`config.mk`:
```
export PLATFORM = sky130hd
export DESIGN_NAME = ppu_bus_ctrl
export DESIGN_NICKNAME = d
export VERILOG_FILES = /design/src/rtl/ppu_bus_ctrl.sv
export SDC_FILE = /design/constraint.sdc
export NUM_CORES = 1
export LEC_CHECK = 0
export CELL_PAD_IN_SITES_DETAIL_PLACEMENT = 0
export CELL_PAD_IN_SITES_GLOBAL_PLACEMENT = 2
export CORE_ASPECT_RATIO = 1.25
export CORE_MARGIN = 10
export CORE_UTILIZATION = 32
export DETAILED_ROUTE_END_ITERATION = 7
export PLACE_DENSITY_LB_ADDON = 0.1
export RECOVER_POWER = 25
export SLEW_MARGIN = 20
export SYNTH_ARGS = -nofsm -noshare
export SYNTH_HDL_FRONTEND = slang
export SYNTH_SLANG_ARGS = --single-unit
```
`constraint.sdc`:
```
create_clock -name clk -period 3.9 [get_ports clk]
set_input_delay 0.585 -clock clk [delete_from_list [all_inputs] [get_ports clk]]
set_output_delay 0.585 -clock clk [all_outputs]
set_load 0.01 [all_outputs]
```
`src/rtl/ppu_bus_ctrl.sv`:
```
// ppu_bus_ctrl: CPU access to the PPU register window, VRAM/palette/OAM
// ports through the v/t address latch, and 256-byte OAM DMA from CPU RAM.
module ppu_bus_ctrl #(
   parameter int VRAM_AW = 11,
   parameter int PAL_AW  = 5,
   parameter int OAM_AW  = 8,
   parameter int INC_BIG = 32
) (
   input  logic               clk,
   input  logic               rst,
   input  logic               cpu_req,
   input  logic               cpu_we,
   input  logic [15:0]        cpu_addr,
   input  logic [7:0]         cpu_wdata,
   output logic [7:0]         cpu_rdata,
   output logic               cpu_ack,
   output logic               busy,
   input  logic [1:0]         mirror_mode,
   input  logic [7:0]         ppu_status,
   output logic               ppu_status_read,
   output logic [7:0]         ppu_ctrl1,
   output logic [7:0]         ppu_ctrl2,
   output logic [15:0]        ppu_scroll,
   output logic [VRAM_AW-1:0] vram_addr,
   output logic [7:0]         vram_wdata,
   output logic               vram_we,
   output logic               vram_re,
   input  logic [7:0]         vram_rdata,
   output logic [PAL_AW-1:0]  pal_addr,
   output logic [7:0]         pal_wdata,
   output logic               pal_we,
   output logic               pal_re,
   input  logic [7:0]         pal_rdata,
   output logic [OAM_AW-1:0]  oam_addr,
   output logic [7:0]         oam_wdata,
   output logic               oam_we,
   output logic               oam_re,
   input  logic [7:0]         oam_rdata,
   output logic [15:0]        dma_addr,
   output logic               dma_re,
   input  logic [7:0]         dma_rdata
);

   typedef enum logic [2:0] {
      IDLE, REG, MEM_RD, MEM_WR, DMA_RD, DMA_WR, ACK
   } state_t;

   typedef enum logic [1:0] {
      SRC_NONE, SRC_NT, SRC_PAL, SRC_OAM
   } src_t;

   state_t             state;
   src_t               src;
   logic               w, ph, rwe, rhit;
   logic [2:0]         ra;
   logic [7:0]         wd, rbuf, dpage;
   logic [5:0]         t;
   logic [13:0]        v, inc;
   logic [OAM_AW-1:0]  ptr, cnt, cnt_n;
   logic               is_pal, is_nt, win;
   logic [10:0]        nt_full;
   logic [VRAM_AW-1:0] nt_a;
   logic [PAL_AW-1:0]  pal_a;

   assign win    = (cpu_addr[15:13] == 3'b001);
   assign is_pal = (v[13:8] == 6'h3F);
   assign is_nt  = v[13] & ~is_pal;
   assign inc    = ppu_ctrl1[2] ? 14'(INC_BIG) : 14'd1;
   assign cnt_n  = cnt + 1'b1;
   assign nt_a   = VRAM_AW'(nt_full);

   // nametable index only depends on v[11:0], so v-$1000 maps identically
   always_comb begin
      unique case (mirror_mode)
         2'd0:    nt_full = {v[11], v[9:0]};
         2'd1:    nt_full = {v[10], v[9:0]};
         2'd2:    nt_full = {1'b0, v[9:0]};
         default: nt_full = {1'b1, v[9:0]};
      endcase
      pal_a = v[PAL_AW-1:0];
      if (v[1:0] == 2'b00) pal_a[4] = 1'b0;
   end

   always_ff @(posedge clk) begin
      if (rst) begin
         state <= IDLE;  src <= SRC_NONE;
         w <= 1'b0;  ph <= 1'b0;  rwe <= 1'b0;  rhit <= 1'b0;
         ra <= '0;  wd <= '0;  rbuf <= '0;  dpage <= '0;
         t <= '0;  v <= '0;  ptr <= '0;  cnt <= '0;
         cpu_rdata <= '0;  cpu_ack <= 1'b0;  busy <= 1'b0;
         ppu_status_read <= 1'b0;
         ppu_ctrl1 <= '0;  ppu_ctrl2 <= '0;  ppu_scroll <= '0;
         vram_addr <= '0;  vram_wdata <= '0;
         vram_we <= 1'b0;  vram_re <= 1'b0;
         pal_addr <= '0;  pal_wdata <= '0;
         pal_we <= 1'b0;  pal_re <= 1'b0;
         oam_addr <= '0;  oam_wdata <= '0;
         oam_we <= 1'b0;  oam_re <= 1'b0;
         dma_addr <= '0;  dma_re <= 1'b0;
      end else begin
         vram_we <= 1'b0;  vram_re <= 1'b0;
         pal_we <= 1'b0;  pal_re <= 1'b0;
         oam_we <= 1'b0;  oam_re <= 1'b0;
         dma_re <= 1'b0;
         cpu_ack <= 1'b0;  ppu_status_read <= 1'b0;
         unique case (state)
            IDLE: if (cpu_req) begin
               busy <= 1'b1;  rwe <= cpu_we;  ra <= cpu_addr[2:0];
               rhit <= win;  wd <= cpu_wdata;  ph <= 1'b0;
               src <= SRC_NONE;
               if (cpu_we && cpu_addr == 16'h4014) begin
                  dpage <= cpu_wdata;  cnt <= '0;
                  dma_addr <= {cpu_wdata, 8'h00};
                  dma_re <= 1'b1;
                  state <= DMA_RD;
               end else if (win && cpu_addr[2:0] == 3'd4) begin
                  oam_addr <= ptr;
                  if (cpu_we) begin
                     oam_we <= 1'b1;  oam_wdata <= cpu_wdata;
                     ptr <= ptr + 1'b1;
                     state <= MEM_WR;
                  end else begin
                     oam_re <= 1'b1;  src <= SRC_OAM;
                     state <= MEM_RD;
                  end
               end else if (win && cpu_addr[2:0] == 3'd7) begin
                  v <= v + inc;
                  vram_addr <= nt_a;  pal_addr <= pal_a;
                  if (cpu_we) begin
                     vram_wdata <= cpu_wdata;  vram_we <= is_nt;
                     pal_wdata <= cpu_wdata;  pal_we <= is_pal;
                     state <= MEM_WR;
                  end else begin
                     // palette reads refill the buffer from the nametable underneath
                     vram_re <= is_nt | is_pal;  pal_re <= is_pal;
                     src <= is_pal ? SRC_PAL : (is_nt ? SRC_NT : SRC_NONE);
                     state <= MEM_RD;
                  end
               end else begin
                  state <= REG;
               end
            end
            REG: begin
               cpu_ack <= 1'b1;  cpu_rdata <= '0;  state <= ACK;
               if (rhit) begin
                  unique case (ra)
                     3'd0: if (rwe) ppu_ctrl1 <= wd; else cpu_rdata <= ppu_ctrl1;
                     3'd1: if (rwe) ppu_ctrl2 <= wd; else cpu_rdata <= ppu_ctrl2;
                     3'd2: if (!rwe) begin
                        cpu_rdata <= ppu_status;  w <= 1'b0;
                        ppu_status_read <= 1'b1;
                     end
                     3'd3: if (rwe) ptr <= OAM_AW'(wd); else cpu_rdata <= 8'(ptr);
                     3'd5: if (rwe) begin
                        if (!w) ppu_scroll[15:8] <= wd;
                        else ppu_scroll[7:0] <= wd;
                        w <= ~w;
                     end
                     3'd6: if (rwe) begin
                        if (!w) t <= wd[5:0];
                        else v <= {t, wd};
                        w <= ~w;
                     end
                     default: ;
                  endcase
               end
            end
            MEM_WR: begin
               cpu_ack <= 1'b1;  state <= ACK;
            end
            MEM_RD: if (!ph) begin
               ph <= 1'b1;
            end else begin
               cpu_ack <= 1'b1;  state <= ACK;
               unique case (src)
                  SRC_NT:  begin cpu_rdata <= rbuf;  rbuf <= vram_rdata; end
                  SRC_PAL: begin cpu_rdata <= pal_rdata;  rbuf <= vram_rdata; end
                  SRC_OAM: cpu_rdata <= oam_rdata;
                  default: begin cpu_rdata <= rbuf;  rbuf <= '0; end
               endcase
            end
            DMA_RD: state <= DMA_WR;
            DMA_WR: begin
               oam_we <= 1'b1;  oam_addr <= ptr + cnt;
               oam_wdata <= dma_rdata;
               if (&cnt) begin
                  rhit <= 1'b0;  state <= REG;
               end else begin
                  cnt <= cnt_n;  dma_addr <= {dpage, 8'(cnt_n)};
                  dma_re <= 1'b1;  state <= DMA_RD;
               end
            end
            ACK: begin
               busy <= 1'b0;  state <= IDLE;
            end
            default: state <= IDLE;
         endcase
      end
   end

endmodule

```
---- Word level (Yosys, flattened, before mapping) ----
Cells that the tools add are included.
storage, ports and cells
  output and inout bits ................... 114
  word-level logic and storage cells ...... 218
  register bits after elaboration ......... 178
  input port bits ......................... 70
operators by class
  bitwise operators ....................... 14
  reductions and logical operators ........ 42
  add/sub/neg operators ................... 4
  muxes and demuxes ....................... 85
  equal/unequal tests ..................... 38
operator list
  kind                                                                number
  8-bit 2-to-1 mux                                                    23
  14-bit 2-to-1 mux                                                   8
  8-bit case mux with 2 select lines                                  7
  16-bit 2-to-1 mux                                                   3
  11-bit case mux with 3 select lines                                 1
  16-bit case mux with 2 select lines                                 1
  8-bit case mux with 4 select lines                                  1
  2-bit inequality test (second input constant)                       15
  5-bit AND reduction                                                 6
  14-bit case mux with 2 select lines                                 1
  3-bit == test (second input constant)                               7
  1-bit 2-to-1 mux                                                    19
  3-bit 2-to-1 mux                                                    6
  8-bit by 1-bit adder with 8-bit output (second input constant)      2
  16-bit by 15-bit == test with 1-bit output (second input constant)  1
  4-bit AND reduction                                                 4
  8-bit AND reduction                                                 2
  3-bit case mux with 5 select lines                                  1
  14-bit by 6-bit adder with 14-bit output                            1
  1-bit case mux with 2 select lines                                  7
  7-bit OR reduction                                                  2
  3-bit by 2-bit == test with 1-bit output (second input constant)    4
  2-bit 2-to-1 mux                                                    6
  1-bit NOT                                                           12
  20 further kinds                                                    43

---- Longest topological paths before layout ----
  word-level depth ........................ 9
  mapped depth ............................ 8
  depth with buffers taken out ............ 8

---- Worst setup path after synthesis ----
No wires, ideal clock.
  kind .................................... in2reg
  from .................................... in cpu_addr[13]
  to ...................................... reg dma_addr[6]
  data required time ...................... 3.779 ns
  stages on the path ...................... 5
  library setup time ...................... 0.121 ns
  path buffers ............................ 0
  data arrival time ....................... 2.199 ns
  setup slack ............................. 1.580 ns
  cell sequence ........................... or4b_4 nor4_4 a21oi_2 nor4b_1 mux2_2
between the ends
  cells in the longest elaborated chain, start to end .. 4
ends and longest elaborated chain
  what                                        RTL line  source
  from (decl)                                 13        input logic [15:0] cpu_addr,
  16-bit by 15-bit == test with 1-bit output  111       if (cpu_we && cpu_addr == 16'h4014) begin
  1-bit logical AND                           111
  2-bit inequality test (no source line)      -
  4-bit AND reduction (no source line)        -
  to (signal assigned)                        113       dma_addr <= {cpu_wdata, 8'h00};
  to (signal assigned)                        189       cnt <= cnt_n; dma_addr <= {dpage, 8'(cnt_n)};
  to (decl)                                   39        output logic [15:0] dma_addr,
No other way between the ends.
A chain may end at the register's enable or synchronous reset.

---- Worst setup path after layout ----
  from .................................... in cpu_addr[2]
  to ...................................... reg v[6]
between the ends
  cells in the longest elaborated chain, start to end .. 4
  elaborated cells on any way between the ends .. 10
  classes of those cells .................. eq/ne: 6; reduce/logical: 4
ends and longest elaborated chain
  what                                                                      RTL line       source
  16-bit by 15-bit == test with 1-bit output, or another cell as far along  111
  1-bit logical AND, on equally long branches                               111, 116, 126
  2-bit inequality test (no source line)                                    -
  9-bit AND reduction (no source line) *                                    -
  to (signal assigned)                                                      127            v <= v + inc;
  to (signal assigned)                                                      161            else v <= {t, wd};
  to (decl)                                                                 58             logic [13:0] v, inc;
Every way passes the cells marked *; elsewhere a longest branch is shown, timed or not.

==> flow_summary.ini <==
[run_status]
outcome = completed

[drt]
routedWlPerCell_um = 19.3
vias_per_cell = 5.16
initialDrtViolationCount = 420
drcViolationCount = 0
dr_total_vias = 7394
totalWireLength_mm = 27.7
final_antenna_net_count = 0
detail_route.first_pass.iterations = 5

[layout]
post_route_cells_drive_above_1_share = 0.0699
n_fill_cell = 2502
final_net_count = 1175
area.growth.synth_to_final_pct = 32.9
mostFrequentLayoutCell = sky130_fd_sc_hd__dfxtp_1
most-common-layout-cells = sky130_fd_sc_hd__dfxtp_1, sky130_fd_sc_hd__nand2_1, sky130_fd_sc_hd__clkdlybuf4s50_1
diodes = 0
finish.instance_area_mm2 = 0.0106

[clock_tree]
cts_resized = 0
cts.clk_slew.worst_paths_ps = 70
tritoncts_clock_tree = built
clock_path_buffers = 2
holdBufCountCts = 0
ctsRootBufferMaster = sky130_fd_sc_hd__clkbuf_16
post_cts_repair_setup_buffers = 0
clk_latency_ps = 430
clock_sinks = 166
clock_tree.htree_level_count = 4
numCtsBuffers = 17

[setup_path]
critPathRequiredTime_ps = 4260
worst-setup-path-type = in2reg
cp_cell_sequence = dlygate4sd3_1 -> nand4bb_1 -> nor3_1 -> o22a_1 -> buf_4 -> nand2_1 -> a21oi_1
cpLargestDelayFamily = simple AND/OR/NAND/NOR gates
minimum_setup_slack_among_reg_to_reg_paths_ps = 1180
crit_slowest_cell = sky130_fd_sc_hd__o22a_1
path_buf_inv = 2
endpoint_kind = flip-flop
timing.critical_path.fanout_max = 17
timing.rr.start = state[2]$_SDFFE_PP0P_
arrival_ps = 3110
reg2reg_to = v[6]$_SDFFE_PP0P_
critical_path.startpoint_type = input pin
critical-path-max-stage-delay_ps = 620
length_in_cells_of_the_worst_reg_to_reg_path = 6

[min_path]
min_path_type = reg2reg
timing.hold.worst_path_depth = 2
hold_path_startpoint = pal_addr[4]$_SDFFE_PP0P_
worst_hold_path.endpoint = pal_addr[4]$_SDFFE_PP0P_

[global_routing]
number_of_global_route_vias_before_repair = 7656
grt_util_all_layers = 0.174
maximum_number_of_pins_on_one_net_before_global_route_repair = 71
grt.overflow.total = 0
antenna_found_initial = 0
grt_pass1_wl_mm = 44.5

[sta]
final-max-slew-violation-count = 0
achievable-frequency_mhz = 365
tightestPinTransition_ps = 975
slew-limit-headroom = 0.350
timing.final.crit_share = 0.703
grt_setup_unrepaired = no
timing.final.crit_period_ps = 2740
finalHoldViolations = 0
setup_total_negative_slack_ps = 0
finClkSkew_ps = 9.18
final-setup-viol-count = 0
whs_ps = 452

[floorplanning]
number_of_top_level_design_ports = 184
die_height_um = 196
die_x_um = 161
placementRows = 64
initial_core_util = 0.325
floorplan.core_area_mm2 = 0.0245
die_footprint_mm2 = 0.0317

[power_and_ir_drop]
vdd_ir_drop_max_mv = 0.308
p_per_area_mw_per_mm2 = 456
power_leakage_nw = 3.88
power.total_mw = 4.84

[synthesis]
post_synth.cell_area_avg_um2 = 8.41
post-synth-top-area-cell = sky130_fd_sc_hd__dfxtp_1
synth.yosys.warnings = 0
syn_inst = 948
synth_edf_count = 0
netlist_area_pre_place_mm2 = 0.00797
ys_seq_elements = 166
synthesis.nets = 1033
post_synth_num_cell_types = 76
synth-seq-area-share = 0.417
synth.top_cells.by_area = sky130_fd_sc_hd__dfxtp_1, sky130_fd_sc_hd__a21oi_1, sky130_fd_sc_hd__nand2_1
postSynth.topFlopCell = sky130_fd_sc_hd__dfxtp_1
synth.top_cell.area_share = 0.417
async_flop_share = 0

[flow_run]
max_cap_violations = 0

[placed_design]
placement.io_buffers = 183
gp_congestion = 0.801
hpwlAfterDp_mm = 20.0
detailed_place.area_mm2 = 0.00999
## where the power goes
part	switching, mW	internal (mW)
Combinational	0.577	0.438
Clock	0.721	1.09
Sequential	0.190	1.82
## synthesized netlist by cell type (9+ instances only)
library cell / number
sky130_fd_sc_hd__a211oi_1: 24
sky130_fd_sc_hd__a21oi_1: 111
sky130_fd_sc_hd__a22oi_1: 9
sky130_fd_sc_hd__a311oi_1: 13
sky130_fd_sc_hd__and3_1: 12
sky130_fd_sc_hd__buf_2: 10
sky130_fd_sc_hd__buf_4: 16
sky130_fd_sc_hd__clkbuf_1: 42
sky130_fd_sc_hd__dfxtp_1: 166
sky130_fd_sc_hd__ha_1: 14
sky130_fd_sc_hd__inv_1: 11
sky130_fd_sc_hd__mux2i_1: 43
sky130_fd_sc_hd__nand2_1: 143
sky130_fd_sc_hd__nand3_1: 13
sky130_fd_sc_hd__nand3b_1: 10
sky130_fd_sc_hd__nor2_1: 115
sky130_fd_sc_hd__nor3_1: 12
sky130_fd_sc_hd__o21ai_0: 35
## stage by stage
step | setup WS, ps | std cells | util
after floorplan | 1580 | 948 | -
after global placement | 868 | 1401 | 0.408
after detailed placement | 831 | 1401 | 0.408
after CTS | 1230 | 1432 | 0.433
after global routing | 880 | 1432 | 0.432
final | 1160 | 1432 | 0.432
## metal layers
metal | track usage | routed length (µm) | up-vias
met2 | 0.287 | 13100 | 208
li1 | - | - | 3679
met4 | 0.0483 | 385 | 0
met3 | 0.0438 | 1260 | 25
met1 | 0.221 | 12900 | 3482
met5 | 0 | 0 | -
## state kept, by name (all words and copies together), names as in the netlist, 6 cells and up
| register | count |
|---|---|
| v | 14 |
| dpage | 8 |
| oam_wdata | 8 |
| ppu_ctrl2 | 8 |
| wd | 8 |
| ppu_ctrl1 | 8 |
| ppu_scroll | 16 |
| vram_addr | 11 |
| rbuf | 8 |
| oam_addr | 8 |
| pal_wdata | 8 |
| ptr | 8 |
| cpu_rdata | 8 |
| dma_addr | 16 |
| t | 6 |
## cell type report
class / count / area (µm²) / share of cell area
clock buffers: 20 / 447 / 0.0421
repair buffers: 200 / 1960 / 0.185
multi-input cells: 694 / 4240 / 0.400
inverters: 11 / 41.3 / 0.00390
clock inverters: 11 / 174 / 0.0164
flip-flops and latches: 166 / 3320 / 0.314
well taps: 330 / 413 / 0.0390
## how the worst max path moves through the flow
stage | start | endpoint | slack, ps | cells after the start
after floorplan | cpu_addr[13] | dma_addr[6]$_SDFFE_PP0P_ | 1580 | 5
after global placement | cpu_we | oam_wdata[1]$_SDFFE_PP0P_ | 870 | 7
after detailed placement | cpu_we | oam_wdata[3]$_SDFFE_PP0P_ | 830 | 7
after CTS | state[2]$_SDFFE_PP0P_ | v[8]$_SDFFE_PP0P_ | 1230 | 5
after global routing | cpu_addr[2] | v[9]$_SDFFE_PP0P_ | 880 | 6
final | cpu_addr[2] | v[6]$_SDFFE_PP0P_ | 1160 | 7
## worst min-delay path: stages, from the launching register on
cell and delay (ps):
sky130_fd_sc_hd__dfxtp_1 310, sky130_fd_sc_hd__nand2_1 50, sky130_fd_sc_hd__a21oi_1 50
## kinds of logic after synthesis
kind of cell,synth area share
compound gates,0.197
buf+inv,0.0515
fa+ha+maj,0.0245
flops,0.417
xor+xnor,0.00440
mux,0.0780
simple gates,0.227
No activity file was read; power rests on OpenSTA's default activity.
